File: config.mk
export PLATFORM = sky130hd
export DESIGN_NAME = pipe_hazard_ctrl
export DESIGN_NICKNAME = d
export VERILOG_FILES = /design/src/rtl/pipe_hazard_ctrl_pkg.sv /design/src/rtl/stall_mask_gen.sv /design/src/rtl/pipe_hazard_ctrl.sv
export SDC_FILE = /design/constraint.sdc
export NUM_CORES = 1
export LEC_CHECK = 0
export ABC_AREA = 1
export CAP_MARGIN = 20
export CORE_MARGIN = 5
export CORE_UTILIZATION = 36
export CTS_CLUSTER_DIAMETER = 50
export DETAILED_ROUTE_END_ITERATION = 16
export GPL_TIMING_DRIVEN = 1
export PLACE_DENSITY_LB_ADDON = 0.12
export SLEW_MARGIN = 20
export SYNTH_ARGS = -nofsm -noshare
export SYNTH_HDL_FRONTEND = slang
export SYNTH_SLANG_ARGS = --single-unit
export TNS_END_PERCENT = 1
File: constraint.sdc
create_clock -name CLK -period 1.2 [get_ports CLK]
set_input_delay 0.24 -clock CLK [delete_from_list [all_inputs] [get_ports CLK]]
set_output_delay 0.24 -clock CLK [all_outputs]
set_load 0.01 [all_outputs]
File: src/rtl/pipe_hazard_ctrl_pkg.sv
// Shared definitions for the pipeline hazard controller: stage indices,
// timed-stall FSM states and default widths.
package pipe_ctrl_pkg;

    localparam int STG_IF  = 0;
    localparam int STG_ID  = 1;
    localparam int STG_EX  = 3;
    localparam int STG_MEM = 4;
    localparam int STG_WB  = 5;

    localparam int DEF_PC_WIDTH  = 32;
    localparam int DEF_CNT_WIDTH = 6;

    typedef enum logic {
        IDLE  = 1'b0,
        TIMED = 1'b1
    } timed_state_t;

    // Mask with the low 'count' bits set; callers slice it to the stage count.
    function automatic logic [31:0] low_ones(input int unsigned count);
        logic [31:0] r;
        for (int i = 0; i < 32; i++) begin
            r[i] = (i < count);
        end
        return r;
    endfunction

endpackage

File: src/rtl/stall_mask_gen.sv
// Prefix stall mask: every bit from 0 up to the highest set request bit is
// set, built as a per-bit suffix-OR so no combinational chain is formed.
module stall_mask_gen #(
    parameter int WIDTH = 6
) (
    input  logic [WIDTH-1:0] eff,
    output logic [WIDTH-1:0] mask
);

    for (genvar i = 0; i < WIDTH; i++) begin : g_bit
        assign mask[i] = |eff[WIDTH-1:i];
    end

endmodule

File: src/rtl/pipe_hazard_ctrl.sv
// Pipeline control unit: prefix stall merge, counted stall for iterative units,
// registered branch/exception flush-and-redirect, and a stall watchdog.
//
//  state | meaning
//  ------+--------------------------------------------------------------
//  IDLE  | no counted stall; a timed_req with nonzero length is accepted
//  TIMED | counted stall active, cnt_q cycles remain including this one
module pipe_hazard_ctrl
    import pipe_ctrl_pkg::*;
#(
    parameter int N_STAGES    = 6,
    parameter int PC_WIDTH    = DEF_PC_WIDTH,
    parameter int CNT_WIDTH   = DEF_CNT_WIDTH,
    parameter int TIMED_STAGE = STG_EX,
    parameter int BR_STAGE    = STG_EX,
    parameter int EXC_STAGE   = STG_MEM,
    parameter int WDOG_WIDTH  = 10
) (
    input  logic                 CLK,
    input  logic                 RST,
    input  logic [N_STAGES-1:0]  stallreq,
    input  logic                 timed_req,
    input  logic [CNT_WIDTH-1:0] timed_len,
    input  logic                 br_req,
    input  logic [PC_WIDTH-1:0]  br_pc,
    input  logic                 exc_req,
    input  logic [PC_WIDTH-1:0]  exc_pc,
    output logic [N_STAGES-1:0]  stall,
    output logic [N_STAGES-1:0]  flush,
    output logic                 redirect_valid,
    output logic [PC_WIDTH-1:0]  redirect_pc,
    output logic                 timed_busy,
    output logic                 wdog_err
);

    localparam logic [31:0]           EXC_FLUSH_W = low_ones(EXC_STAGE + 1);
    localparam logic [31:0]           BR_FLUSH_W  = low_ones(BR_STAGE);
    localparam logic [N_STAGES-1:0]   EXC_FLUSH   = EXC_FLUSH_W[N_STAGES-1:0];
    localparam logic [N_STAGES-1:0]   BR_FLUSH    = BR_FLUSH_W[N_STAGES-1:0];
    localparam logic [CNT_WIDTH-1:0]  CNT_ONE     = CNT_WIDTH'(1);
    localparam logic [WDOG_WIDTH-1:0] WDOG_MAX    = '1;
    localparam logic [WDOG_WIDTH-1:0] WDOG_ONE    = WDOG_WIDTH'(1);

    timed_state_t          state_q, state_d;
    logic [CNT_WIDTH-1:0]  cnt_q, cnt_d;
    logic [N_STAGES-1:0]   eff;
    logic [N_STAGES-1:0]   mask;
    logic                  br_accept;
    logic [WDOG_WIDTH-1:0] wdog_cnt;

    assign timed_busy = (state_q == TIMED);

    always_comb begin
        eff              = stallreq;
        eff[TIMED_STAGE] = stallreq[TIMED_STAGE] | timed_busy;
    end

    stall_mask_gen #(
        .WIDTH (N_STAGES)
    ) u_stall_mask_gen (
        .eff  (eff),
        .mask (mask)
    );

    // A stage being flushed this cycle takes a bubble instead of freezing.
    assign stall = RST ? '0 : (mask & ~flush);

    assign br_accept = br_req & ~exc_req & ~stall[BR_STAGE];

    always_ff @(posedge CLK) begin
        if (RST) begin
            state_q <= IDLE;
            cnt_q   <= '0;
        end else begin
            state_q <= state_d;
            cnt_q   <= cnt_d;
        end
    end

    always_comb begin
        state_d = state_q;
        cnt_d   = cnt_q;
        if (exc_req) begin
            state_d = IDLE;
            cnt_d   = '0;
        end else begin
            case (state_q)
                IDLE: begin
                    if (timed_req && (timed_len != '0)) begin
                        state_d = TIMED;
                        cnt_d   = timed_len;
                    end
                end
                TIMED: begin
                    if (cnt_q == CNT_ONE) begin
                        state_d = IDLE;
                        cnt_d   = '0;
                    end else begin
                        cnt_d = cnt_q - CNT_ONE;
                    end
                end
                default: begin
                    state_d = IDLE;
                    cnt_d   = '0;
                end
            endcase
        end
    end

    always_ff @(posedge CLK) begin
        if (RST) begin
            flush          <= '0;
            redirect_valid <= 1'b0;
            redirect_pc    <= '0;
        end else if (exc_req) begin
            flush          <= EXC_FLUSH;
            redirect_valid <= 1'b1;
            redirect_pc    <= exc_pc;
        end else if (br_accept) begin
            flush          <= BR_FLUSH;
            redirect_valid <= 1'b1;
            redirect_pc    <= br_pc;
        end else begin
            flush          <= '0;
            redirect_valid <= 1'b0;
            redirect_pc    <= '0;
        end
    end

    // Error is raised on the edge after the counter sits at its saturated value.
    always_ff @(posedge CLK) begin
        if (RST) begin
            wdog_cnt <= '0;
            wdog_err <= 1'b0;
        end else begin
            if (stall[0]) begin
                if (wdog_cnt != WDOG_MAX) begin
                    wdog_cnt <= wdog_cnt + WDOG_ONE;
                end
            end else begin
                wdog_cnt <= '0;
            end
            if (wdog_cnt == WDOG_MAX) begin
                wdog_err <= 1'b1;
            end
        end
    end

endmodule

# Word level (Yosys, flattened, before mapping)
# Index checks and enable logic that the tools add are counted.
[totals]
wordCells = 45
register_bits = 57
out_inout_bits = 47
in_bits = 81
[op_classes]
bitwise = 9
mux = 13
n_addsub = 2
n_eq_ne = 4
n_reduce_logical = 9
[ops]
columns = ["operator", "n"]
rows = [
  ["$mux 32", 2],
  ["$mux 6", 3],
  ["$pmux 6 s2", 1],
  ["$add 10x1->10 const B", 1],
  ["$eq 10x10->1 const B", 1],
  ["$ne 10x10->1 const B", 1],
  ["$and 6x6->6", 1],
  ["$eq 6x1->1 const B", 1],
  ["$not 6->6", 1],
  ["$reduce_bool 6->1", 1],
  ["$reduce_or 2->1", 3],
  ["$reduce_or 6->1", 1],
  ["$sub 6x1->6 const B", 1],
  ["$mux 5", 1],
  ["$reduce_or 5->1", 1],
  ["$mux 1", 4],
  ["$not 1->1", 4],
  ["$reduce_or 4->1", 1],
  ["$mux 3", 1],
  ["$reduce_or 3->1", 1],
  ["$and 1x1->1", 2],
  ["$ne 2x2->1 const B", 1],
  ["$pmux 1 s2", 1],
  ["$logic_and 1x1->1", 1],
  ["$or 1x1->1", 1],
]

# Depth between registers and ports, before layout
[logic_depth]
depth_word = 8
mapped_depth = 8

# Hierarchy
# A second synthesis with hierarchy kept.
[hier_totals]
cells_unflattened = 327
hier_area_um2 = 2366.0
[by_module_without_submodules]
columns = ["module", "seq_area_each_um2", "area_per_inst_um2", "n_inst", "cells_each"]
rows = [
  ["pipe_hazard_ctrl", 1041.0, 2316.0, 1, 316],
  ["stall_mask_gen", 0.0, 50.0, 1, 11],
]

# Least setup slack after synthesis
# Ideal clock, no wire load.
[synth_path]
kind = "register to register"
start = "register wdog_cnt[0]"
end = "register wdog_cnt[0]"
path_slack_ns = 0.035
arrival_ns = 1.039
stages_incl_launch_ff = 7
required_ns = 1.074
synth_period_minus_slack_ns = 1.165
setup_time_ns = 0.126
path_cell_list = "dfxtp_1 ha_1 nand2_1 nor2_4 nand3_4 nand2_1 a21oi_1"
[synth_via]
elab_chain_cells = 1
elab_cells_between_ends = 2
classes_between = "add/sub: 1; eq/ne: 1"
[synth_rtl]
columns = ["item", "line", "rtl"]
rows = [
  ["start, declared", "pipe_hazard_ctrl.sv:49", "logic [WDOG_WIDTH-1:0] wdog_cnt;"],
  ["start signal, assigned", "pipe_hazard_ctrl.sv:138", "wdog_cnt <= wdog_cnt + WDOG_ONE;"],
  ["$add 10x1->10 / $ne 10x10->1 (equally long branches)", "pipe_hazard_ctrl.sv:138, pipe_hazard_ctrl.sv:137", ""],
]
# Parallel ways exist; a longest one is shown, timed or not.
# A chain may end at the register's enable or synchronous reset.

# Worst setup path in the final report
[layout_path]
start = "input stallreq[1]"
end = "output stall[0]"
[layout_via]
elab_chain_cells = 3
[layout_rtl]
columns = ["item", "line", "rtl"]
rows = [
  ["start, declared", "pipe_hazard_ctrl.sv:21", "input logic [N_STAGES-1:0] stallreq,"],
  ["$reduce_or 6->1", "stall_mask_gen.sv:11", "assign mask[i] = |eff[WIDTH-1:i];"],
  ["$and 6x6->6", "pipe_hazard_ctrl.sv:66", "assign stall = RST ? '0 : (mask & ~flush);"],
  ["$mux 6", "pipe_hazard_ctrl.sv:66", ""],
  ["end, declared", "pipe_hazard_ctrl.sv:28", "output logic [N_STAGES-1:0] stall,"],
]
# No other way between the ends.

==> run_results.csv <==
group,metric,value,unit
routing,ant_nets,0,
routing,drt-wirelength-per-cell,12.0,microns
floorplanning,fp-row-count,30,
power,ir_worst_vdd,469,uV
worst_setup_path,end_kind,"output port",
timing,hold_viol,0,
cells_and_area,drive_gt1_share,24.1,%
timing,rsz0062_at_grt,"true",
floorplanning,dieArea,8520,sq um
cts,clock-root-buffer,"clkbuf_8",
cells_and_area,final_cell_mix,"76 x clkdlybuf4s50_1, 71 x nand2_1, 54 x inv_1",
cells_and_area,area_growth,65.9,%
routing,vias,2436,
timing,drv_slew,0,
synthesis,ys_types,28,
floorplanning,coreArea,6680,sq um
placed_design,routabilityCongestion,0.800,
routing,drc,0,
worst_setup_path,critPathArrivalTime,1.23,ns
worst_setup_path,cp_top_family,"buffers and inverters",
synthesis,synth_top_area_share,42.7,%
global_routing,grt_max_degree,34,
power,combinationalPowerShare,22.8,%
worst_setup_path,path_max_fanout,2,
power,leakage,1.98,nW
power,switching_power,0.962,mW
cells_and_area,final_common_cell,"clkdlybuf4s50_1",
power,clock_power_share,27.9,%
job,max_cap_viol_count,0,
run_status,status,"complete, but fails checks",
global_routing,grt_usage,16.1,%
worst_setup_path,max_stage_delay,0.42,ns
cts,cts_tree,"built",
cts,clock_latency,0.31,ns
run_status,violations,"negative setup slack",
timing,timing.final.crit_share,123,%
timing,setup_slack,-0.273,ns
cells_and_area,finish.utilization,60.6,%
floorplanning,die_width,92.3,microns
synthesis,syn-instance-count,321,
cts,cts_buffer_depth,2,
placed_design,dpl.hpwl,5.37,mm
floorplanning,initial_core_util,36.5,%
min_path,worstHoldPathType,"input pin to register",
timing,setup_viol,11,
placed_design,port_buffers,126,
power,p_per_area,924,nW/um^2
cts,clk_pin_slew,0.09,ns
synthesis,synth_largest_area_cell,"dfxtp_1",
worst_setup_path,cp_num_buf_inv,2,
synthesis,yosys_warnings,0,
worst_setup_path,crit_chain,"clkdlybuf4s50_1 -> or2_4 -> nor2_2 -> nor2_2 -> buf_2",
placed_design,dp.cells,542,
worst_setup_path,crit_top_cell,"nor2_2",
cells_and_area,fin_cells,554,
routing,wl,6.64,mm
timing,clock.fmax,0.679,GHz
cts,cts_max_level,2,
cts,ctsHoldBuffers,0,
timing,post-route-min-period,1.47,ns
floorplanning,die_h,92.3,microns
worst_setup_path,crit_path_start_kind,"input pin",
power,switching_share,25.7,%
floorplanning,io_pins,128,
power,p_seq_share,49.3,%
routing,drt-initial-drc-count,55,
timing,skew,0.00414,ns
global_routing,grt_pass1_vias,2428,
worst_setup_path,crit_type,"input pin to output port",
power,p_int,2.78,mW
synthesis,syn_nets,405,
synthesis,synth-seq-cells,52,
timing,timing.hold.ws,0.367,ns
placed_design,post-place-ws,-0.741,ns
worst_setup_path,crit_required,0.96,ns
synthesis,synth.area.top_cells,"dfxtp_1 43%, nand2_1 11%, o21ai_2 11%, inv_1 8.5%, nor2_1 5.4%",
cts,numCtsBuffers,5,
synthesis,synth.cell_area,2440,sq um
global_routing,grt-ovfl-total,0,
worst_setup_path,crit_slowest_cell,"clkdlybuf4s50_1",
routing,drtPass1Iterations,4,
global_routing,grt_antenna_before_repair,1,
global_routing,grt_pass1_wl,10.9,mm
synthesis,synth_area_per_cell,7.60,sq um
cells_and_area,final_nets,556,
routing,vias_per_cell,4.40,
cts,numClockSinks,52,
synthesis,seq_area_frac_synth,42.7,%
[worst reg2reg max path, stage by stage, from the launching register on]
cell and delay (ns):
dfxtp_2 0.34, ha_2 0.19, nand2_2 0.09, nor2_4 0.17
nand3_4 0.15, nand2_1 0.10, a21oi_1 0.06
[Yosys cell counts (all sizes together)]
master,n
xnor2,1
conb,1
ha,3
buf,13
a21oi,6
o21ai,45
dfxtp,52
nand3,12
or2,1
nor2,40
inv,58
xor2,2
a31oi,1
nand3b,2
nor3,5
nand2,75
nand4,4
[sequential cells by signal, summed over array words and instances (netlist names)]
signal / count
cnt_q: 6
flush: 1
redirect_pc: 32
redirect_valid: 1
timed_busy: 1
wdog_cnt: 10
wdog_err: 1
[metal layers]
metal	up-vias	share of wire, %	GRT usage [%]
met2	69	54	29.1
met5	-	0	0
met1	1077	36	16.5
met3	9	8.8	6.01
met4	0	1.6	7.05
li1	1281	-	-
[power by group through the flow]
stage                     combinational (mW)  sequential [mW]  clock [mW]
after global placement                 0.885             1.88           0
final                                  0.855             1.84        1.04
after CTS                              0.845             1.84        1.10
after floorplan                        0.304             1.92           0
after global routing                   0.937             1.86        1.17
after detailed placement               0.892             1.88           0
[stage by stage]
step	area (sq um)	TNS (ns)	power, mW
4_1_cts	4010	-1.19	3.79
5_1_grt	4050	-4.00	3.96
6_report	4050	-0.917	3.74
3_3_place_gp	3960	-26.32	2.77
2_1_floorplan	2440	0	2.22
3_5_place_dp	3960	-27.08	2.78
[what timing repair did]
action	in CTS	in global routing
setup buffers	3	0
pin swaps	9	2
gates resized for setup	111	15
setup endpoints to repair	94	63
[cells by family (layout without fill, tap and decap cells)]
| group | after synthesis | in the layout | share of synthesized area [%] |
|---|---|---|---|
| flip-flops | 52 | 52 | 42.7 |
| AND/OR/NAND/NOR | 139 | 139 | 25.9 |
| AO/OA/AOI/OAI | 52 | 52 | 15.5 |
| XOR/XNOR | 3 | 3 | 1.08 |
| buffers and inverters | 71 | 223 | 13.1 |
| adder cells (fa/ha/maj) | 3 | 3 | 1.54 |
| other | 1 | 2 | 0.154 |
[cell type report]
| type | instances | area [sq um] |
|---|---|---|
| Fill cell | 647 | 2630 |
| Timing Repair Buffer | 157 | 1470 |
| Multi-Input combinational cell | 198 | 1120 |
| Sequential cell | 52 | 1050 |
| Inverter | 58 | 218 |
| Tap cell | 80 | 100 |
| Clock buffer | 8 | 90.1 |
| Antenna cell | 1 | 2.50 |
[path summary, 6_finish.rpt]
path | depth (start not counted) | slack [ns] | endpoint | from
setup / recovery | 5 | -0.27 | stall[0] | stallreq[1]
hold / removal | 3 | 0.37 | redirect_valid | RST
setup reg to reg | 6 | -0.02 | wdog_cnt[0] | wdog_cnt[0]
hold reg to reg | 2 | 0.47 | wdog_err | wdog_err
Power figures use the tool's default switching activity.
